--- config.mk ---
export PLATFORM = sky130hd
export DESIGN_NAME = uart_frame_host
export DESIGN_NICKNAME = d
export VERILOG_FILES = /design/src/rtl/uart_frame_host.sv
export SDC_FILE = /design/constraint.sdc
export NUM_CORES = 1
export LEC_CHECK = 0
export BUFFER_PORTS_ARGS = -buffer_cell sky130_fd_sc_hd__clkbuf_2
export CORE_ASPECT_RATIO = 1.4
export CORE_UTILIZATION = 45
export DETAILED_ROUTE_END_ITERATION = 6
export GPL_TIMING_DRIVEN = 0
export HOLD_SLACK_MARGIN = 0.05
export SYNTH_ARGS = -nofsm -noshare
export SYNTH_HDL_FRONTEND = slang
export SYNTH_SLANG_ARGS = --single-unit
--- constraint.sdc ---
create_clock -name CLK -period 7.76 [get_ports CLK]
set_clock_uncertainty 0.1 [all_clocks]
set_input_delay 0.388 -clock CLK [delete_from_list [all_inputs] [get_ports CLK]]
set_output_delay 0.388 -clock CLK [all_outputs]
set_load 0.1 [all_outputs]
--- src/rtl/uart_frame_host.sv ---
// uart_frame_host
//   Host-side frame writer for a buffered UART transmit interface.
//   Builds the frame 0x55, 0xAA, LEN, payload[0..LEN-1], CHK and pushes it
//   byte by byte into the UART's 16-entry transmit buffer with TDR/LOCK_TDR
//   strobes. It then waits for the line to drain (TC high long enough) before
//   pulsing DONE.
//
// Ports
//   CLK, RST_N          clock, asynchronous active-low reset
//   START, LEN[3:0]     frame request (sampled in IDLE), payload length 0..11
//   PLD_WE/ADDR/DATA    payload register write port (ignored while BUSY)
//   BUSY, DONE, ERR     status: frame in flight, frame finished, bad LEN
//   TDR[7:0], LOCK_TDR  byte and write strobe towards the UART buffer
//   TC                  UART transmit-complete / line idle
`timescale 1ns/1ps

module uart_frame_host #(
  parameter int CLK_FREQ   = 100000000,
  parameter int UART_BPS   = 115200,
  parameter int STROBE_CYC = 4
) (
  input  logic       CLK,
  input  logic       RST_N,
  input  logic       START,
  input  logic [3:0] LEN,
  input  logic       PLD_WE,
  input  logic [3:0] PLD_ADDR,
  input  logic [7:0] PLD_DATA,
  output logic       BUSY,
  output logic       DONE,
  output logic       ERR,
  output logic [7:0] TDR,
  output logic       LOCK_TDR,
  input  logic       TC
);

  // Twelve bit times per character gives margin over the 10-bit frame.
  localparam int DRAIN_CYC = 12 * CLK_FREQ / UART_BPS;
  localparam int DW        = $clog2(DRAIN_CYC + 1);
  localparam int SW        = (STROBE_CYC < 2) ? 1 : $clog2(STROBE_CYC);
  localparam logic [SW-1:0] STB_LAST   = SW'(STROBE_CYC - 1);
  localparam logic [DW-1:0] DRAIN_LAST = DW'(DRAIN_CYC - 1);

  typedef enum logic [2:0] {
    S_IDLE, S_SETUP, S_STB_H, S_STB_L, S_DRAIN, S_FIN
  } state_t;

  state_t        state_q;
  logic [3:0]    len_q;
  logic [3:0]    idx_q;
  logic [7:0]    chk_q;
  logic [7:0]    tdr_q;
  logic [SW-1:0] cnt_q;
  logic [DW-1:0] drain_q;
  logic          busy_q;
  logic          done_q;
  logic          err_q;
  logic          lock_q;

  logic [7:0]    pld_q [12];
  logic [11:0]   pld_wr;

  // Per-register write decode; addresses 12..15 match nothing.
  generate
    for (genvar gi = 0; gi < 12; gi++) begin : g_pld_dec
      assign pld_wr[gi] = PLD_WE && !busy_q && (PLD_ADDR == 4'(gi));
    end
  endgenerate

  always_ff @(posedge CLK or negedge RST_N) begin
    if (!RST_N) begin
      for (int i = 0; i < 12; i++) pld_q[i] <= 8'h00;
    end else begin
      for (int i = 0; i < 12; i++) begin
        if (pld_wr[i]) pld_q[i] <= PLD_DATA;
      end
    end
  end

  // Next frame byte, selected by the index the byte will occupy.
  logic [3:0] nxt_idx_d;
  logic [3:0] last_idx;
  logic [3:0] pidx;
  logic [7:0] nxt_byte_d;
  logic       add_chk;

  always_comb begin
    nxt_idx_d = idx_q + 4'd1;
    last_idx  = len_q + 4'd3;
    pidx      = nxt_idx_d - 4'd3;
    add_chk   = (idx_q >= 4'd2) && (idx_q != last_idx);
    if (nxt_idx_d == 4'd1)          nxt_byte_d = 8'hAA;
    else if (nxt_idx_d == 4'd2)     nxt_byte_d = {4'h0, len_q};
    else if (nxt_idx_d == last_idx) nxt_byte_d = chk_q;
    else if (pidx < 4'd12)          nxt_byte_d = pld_q[pidx];
    else                            nxt_byte_d = 8'h00;
  end

  always_ff @(posedge CLK or negedge RST_N) begin
    if (!RST_N) begin
      state_q <= S_IDLE;
      len_q   <= 4'd0;
      idx_q   <= 4'd0;
      chk_q   <= 8'h00;
      tdr_q   <= 8'h00;
      cnt_q   <= '0;
      drain_q <= '0;
      busy_q  <= 1'b0;
      done_q  <= 1'b0;
      err_q   <= 1'b0;
      lock_q  <= 1'b0;
    end else begin
      done_q <= 1'b0;
      err_q  <= 1'b0;
      case (state_q)
        S_IDLE: begin
          if (START) begin
            if (LEN > 4'd11) begin
              err_q <= 1'b1;
            end else begin
              len_q   <= LEN;
              idx_q   <= 4'd0;
              chk_q   <= 8'h00;
              busy_q  <= 1'b1;
              tdr_q   <= 8'h55;   // byte 0 is presented during SETUP
              state_q <= S_SETUP;
            end
          end
        end
        S_SETUP: begin
          // TDR already holds byte[idx]; fold it into the checksum.
          if (add_chk) chk_q <= chk_q + tdr_q;
          cnt_q   <= '0;
          lock_q  <= 1'b1;
          state_q <= S_STB_H;
        end
        S_STB_H: begin
          if (cnt_q == STB_LAST) begin
            cnt_q   <= '0;
            lock_q  <= 1'b0;
            state_q <= S_STB_L;
          end else begin
            cnt_q <= cnt_q + 1'b1;
          end
        end
        S_STB_L: begin
          // TDR held through the low phase: the UART latches on the fall.
          if (cnt_q == STB_LAST) begin
            cnt_q <= '0;
            idx_q <= nxt_idx_d;
            if (nxt_idx_d == len_q + 4'd4) begin
              drain_q <= '0;
              state_q <= S_DRAIN;
            end else begin
              tdr_q   <= nxt_byte_d;
              state_q <= S_SETUP;
            end
          end else begin
            cnt_q <= cnt_q + 1'b1;
          end
        end
        S_DRAIN: begin
          // Count consecutive TC-high cycles; brief inter-character dips restart it.
          if (TC) begin
            if (drain_q == DRAIN_LAST) begin
              drain_q <= '0;
              done_q  <= 1'b1;
              busy_q  <= 1'b0;
              state_q <= S_FIN;
            end else begin
              drain_q <= drain_q + 1'b1;
            end
          end else begin
            drain_q <= '0;
          end
        end
        S_FIN: begin
          state_q <= S_IDLE;
        end
        default: state_q <= S_IDLE;
      endcase
    end
  end

  assign BUSY     = busy_q;
  assign DONE     = done_q;
  assign ERR      = err_q;
  assign TDR      = tdr_q;
  assign LOCK_TDR = lock_q;

endmodule

## Word-level counts from Yosys, hierarchy flattened

Index checks and enable logic that the tools add are counted.

| storage, ports and cells | value |
|---|---|
| register bits | 143 |
| input bits | 21 |
| output and inout port bits | 12 |
| word-level logic and storage cells | 147 |

| cells by class | value |
|---|---|
| add/subtract/negate cells | 7 |
| $lt $le $gt $ge | 4 |
| equality and inequality tests | 31 |
| muxes and demuxes | 48 |
| bitwise operators | 2 |
| reduce and logical (&&, ||, !) cells | 32 |

Operators by type and width:

| operator | count |
|---|---|
| $mux 8 | 13 |
| $mux 14 | 4 |
| $bmux 8 s4 | 1 |
| $pmux 8 s2 | 2 |
| $pmux 14 s2 | 1 |
| $mux 3 | 7 |
| $ne 2x2->1 const B | 9 |
| $eq 4x3->1 const B | 4 |
| $eq 4x4->1 const B | 4 |
| $pmux 3 s5 | 1 |
| $add 14x1->14 const B | 1 |
| $eq 14x14->1 const B | 1 |
| $logic_and 1x1->1 | 14 |
| $eq 4x2->1 const B | 3 |
| $mux 4 | 3 |
| $reduce_bool 2->1 | 6 |
| $mux 1 | 11 |
| $reduce_and 5->1 | 2 |
| $add 8x8->8 | 1 |
| $eq 4x1->1 const B | 2 |
| $eq 4x4->1 | 2 |
| $pmux 4 s2 | 1 |
| $reduce_and 4->1 | 2 |
| $eq 3x2->1 const B | 2 |
| 25 further kinds | 27 |

## Longest topological paths before layout

| depth | value |
|---|---|
| word-level depth | 13 |
| depth in mapped cells | 13 |
| depth with buffers taken out | 9 |

## Worst setup path after synthesis

No wires, ideal clock.

| timing | value |
|---|---|
| path type | register -> register |
| start | register idx_q[0] |
| end | register tdr_q[3] (netlist: TDR[3]) |
| setup time | 0.123 ns |
| data arrival time | 3.102 ns |
| data required time | 7.537 ns |
| slack | 4.435 ns |
| cell stages (with the launch flop) | 12 |
| path buffers | 2 |
| period minus slack after synthesis | 3.325 ns |
| path through | dfrtp_1 -> buf_2 -> clkbuf_1 -> inv_1 -> ha_1 -> xnor2_4 -> xnor2_4 -> mux4_2 -> nor2_1 -> nor4_1 -> or4_1 -> a32o_1 |

| between the ends | value |
|---|---|
| word-level cells in the longest chain between the ends | 13 |
| elaborated cells between the ends (all ways) | 20 |
| those cells by class | add/sub: 2; order compare: 1; eq/ne: 5; mux: 10; bitwise: 1; reduce/logical: 1 |

RTL lines:

| what | RTL line | source |
|---|---|---|
| from (decl) | 50 | `logic [3:0] idx_q;` |
| from (signal assigned) | 150 | `idx_q <= nxt_idx_d;` |
| $add 4x1->4 * | 88 | `nxt_idx_d = idx_q + 4'd1;` |
| $sub 4x2->4 | 90 | `pidx = nxt_idx_d - 4'd3;` |
| $not 4->5 (implied by the code) | 95 | `else if (pidx < 4'd12) nxt_byte_d = pld_q[pidx];` |
| $bmux 8 s4 | 95 |  |
| $mux 8 (implied by the code) (2 in a row) | 95 |  |
| $mux 8 | 95 |  |
| $mux 8 | 94 | `else if (nxt_idx_d == last_idx) nxt_byte_d = chk_q;` |
| $mux 8 | 93 | `else if (nxt_idx_d == 4'd2) nxt_byte_d = {4'h0, len_q};` |
| $mux 8 | 92 | `if (nxt_idx_d == 4'd1) nxt_byte_d = 8'hAA;` |
| $mux 8 | 151 | `if (nxt_idx_d == len_q + 4'd4) begin` |
| $mux 8 | 148 | `if (cnt_q == STB_LAST) begin` |
| $pmux 8 s2 | 115 | `case (state_q)` |
| to (signal assigned) | 155 | `tdr_q <= nxt_byte_d;` |
| to (decl) | 52 | `logic [7:0] tdr_q;` |

Every way passes the cells marked *; elsewhere a longest branch is shown, timed or not. The select of a mux whose other input is x is not followed.
A chain may end at the register's enable or synchronous reset.

## Worst setup path after layout

| timing | value |
|---|---|
| start | register idx_q[0] |
| end | register tdr_q[6] (netlist: TDR[6]) |

The elaborated chain is that of the path after synthesis.

==> flow_summary.ini <==
[sta]
fmax_mhz = 234.9
hold_ws_ps = 115.8
hold_viol_final = 0
rsz0062_at_grt = false
period_needed_ps = 4257
tightest_slew_ps = 926.8
maxSlewHeadroom_pct = 37.98
slew_violations = 0
tns_ps = 0
setup_viol = 0
period_share_pct = 54.86
fin_ws_ps = 3503

[layout]
drive_gt1_share_pct = 28.33
fin_util_pct = 52.84
instances_no_fill = 919
antenna_cells = 0
syn_to_final_growth_pct = 14.16
fin_area_um2 = 8582
nets = 744

[run_status]
outcome = finished, final reports clean

[floorplanning]
pin_count = 33
chipWidth_um = 111.2
die_area_um2 = 17230
start_util_pct = 46.29
core_um2 = 16240
die_y_um = 154.9
rows = 55

[worst_setup_path]
r2r_cells = 13
start_kind = register
timing.rr.start = idx_q[0]$_DFFE_PN0P_
crit_fanout = 10
arrival_ps = 4440
reg2reg_slack_ps = 3500
required_ps = 7940
endpoint_kind = register
r2r-end = TDR[6]$_DFFE_PN0P_
path_class = reg2reg
critPathCapture = TDR[6]$_DFFE_PN0P_
crit_path_start = idx_q[0]$_DFFE_PN0P_

[routing]
drc_errors = 0
drt-initial-drc-count = 284
vias = 5316
highest_layer = met4
drt-met1-wl_um = 7435
wire_per_inst_um = 19.62
wl_met2_um = 9551
totalWireLength_um = 18030
drtPass1Iterations = 4
dr_wl_met3_um = 575
viasPerCell = 5.785
ant_nets = 0

[global_routing]
grt.total_usage_pct = 22.62
grt_max_degree = 82
antenna_found_initial = 0
grt_first_pass_wirelength_um = 29520
grt_pass1_vias = 5514
overflow = 0

[clocking]
cts_tree = built
insertion_delay_ps = 430
clkSinkCount = 143
htreeDepth = 4
clockBufferDepth = 2
clkTransAtPathRegs_ps = 60
numCtsBuffers = 17
root_buffer = clkbuf_16

[power]
total_power_mw = 3.751
power_density_nw_per_um2 = 437.0
leakage_nw = 3.920
vdd_drop_max_mv = 0.2254

[placed_design]
place.gp.congestion = 0.8223
place_hpwl_um = 12790
portBuffers = 32
numPlacedInstances = 886
pre_cts_slack_ps = 3514
place_area_um2 = 7963

[logic_synthesis]
synth.distinct_cells = 67
syn-cell-area_um2 = 7517
avgSynthCellArea_um2 = 11.49
synth.area.top_cells = dfrtp_1 48%, mux2_2 15%, mux4_2 5.7%, nand2_1 3.4%, ha_1 2.5%
synth_top_cell_area_share_pct = 47.60
synth_edf_count = 0
synth_nets = 691
synth_seq_cells = 143
yosys_warnings = 0
synthArstFlopShare_pct = 100.0
yosysTopAreaCell = dfrtp_1
ys_seq_area_share_pct = 47.60
synth_ff_type = dfrtp_1
synth_cells = 654

[min_path]
hp-class = in2reg
holdPathStages = 2

[job]
maxCapViolCount = 0
-- how the worst min path moves through the flow --
stage | to | slack (ps) | from
final | pld_q[38]$_DFFE_PN0P_ | 120 | PLD_DATA[6]
after global routing | len_q[0]$_DFFE_PN0P_ | 110 | LEN[0]
after CTS | pld_q[38]$_DFFE_PN0P_ | 110 | PLD_DATA[6]
after detailed placement | drain_q[10]$_DFFE_PN0P_ | 310 | RST_N
after global placement | drain_q[2]$_DFFE_PN0P_ | 370 | drain_q[2]$_DFFE_PN0P_
after floorplan | BUSY$_DFFE_PN0P_ | -8 | RST_N
-- flip-flops by register name (all words and copies together) (netlist names) --
name	flops
len_q	4
pld_q	96
chk_q	8
state_q	3
cnt_q	2
ERR	1
drain_q	14
TDR	8
idx_q	4
LOCK_TDR	1
BUSY	1
DONE	1
-- what timing repair did --
action,in CTS,in global routing
resized for setup,0,0
setup buffers,0,0
hold endpoints to repair,62,0
hold buffers,1,0
-- cell families (layout without fill, tap and decap cells) --
group / count (synthesis) / after routing / share of synthesized area [%]
compound gates: 107 / 107 / 9.155
xor+xnor: 20 / 20 / 3.312
fa+ha+maj: 16 / 16 / 2.763
buf+inv: 43 / 109 / 2.264
flops: 143 / 143 / 47.60
mux: 130 / 130 / 22.20
simple gates: 195 / 195 / 12.70
-- synth_stat cells (all sizes together) (3+ instances only) --
| library cell | count |
|---|---|
| dfrtp | 143 |
| nor4 | 4 |
| a21o | 5 |
| a31oi | 7 |
| o211ai | 6 |
| xor2 | 8 |
| a22o | 4 |
| a211oi | 3 |
| clkbuf | 24 |
| or2 | 4 |
| nand4 | 3 |
| inv | 10 |
| nor2 | 40 |
| buf | 9 |
| a21oi | 16 |
| o21ai | 42 |
| mux2 | 104 |
| nand3b | 3 |
| and3 | 17 |
| nor2b | 11 |
| and2 | 7 |
| or4 | 3 |
| o22ai | 3 |
| xnor2 | 10 |
| mux4 | 19 |
| nand3 | 13 |
| mux2i | 7 |
| nor3 | 4 |
| ha | 15 |
| nand2 | 69 |
| nand2b | 7 |
| o31ai | 5 |
-- layout make-up --
type	instances	area [um2]
multi-input combinational	468	3769
tap	199	249.0
timing repair buffer	34	206.4
sequential	143	3578
clock buffer	17	425.4
buffer	33	132.6
inverter	10	37.54
fill	1416	7659
clock inverter	15	183.9
-- power breakdown --
| group | switching (mW) | total, mW | internal (mW) |
|---|---|---|---|
| Combinational | 0.948 | 1.68 | 0.728 |
| Sequential | 0.192 | 1.22 | 1.03 |
| Clock | 0.342 | 0.851 | 0.509 |
-- cell usage in the layout (no fill, tap or decap), types with 8 or more instances in the layout --
cell type / count
clkbuf_16: 17
and3_1: 17
nand2_1: 69
mux2_2: 103
nor2_1: 40
dfrtp_1: 143
clkbuf_2: 31
ha_1: 15
mux4_2: 19
nand3_1: 13
o21ai_0: 9
a21oi_1: 16
nor2b_1: 10
xor2_1: 8
clkbuf_1: 24
o21ai_1: 32
inv_1: 9
-- worst max-delay path, stage by stage (launching register included) --
cell and delay (ps):
dfrtp_1 430, buf_2 390, clkbuf_1 510, inv_1 220
ha_1 320, xnor2_4 210, xnor2_4 390, buf_2 380
buf_2 310, mux4_2 350, nand2_1 90, nand2_1 60
o2111ai_1 220, a31oi_1 120
-- metal layers --
metal,vias up,track usage [%]
met1,2683,26.72
met2,114,40.51
met5,-,0
met4,0,9.202
met3,31,4.168
li1,2488,-
Note: power is estimated with default switching activity, not from simulation.
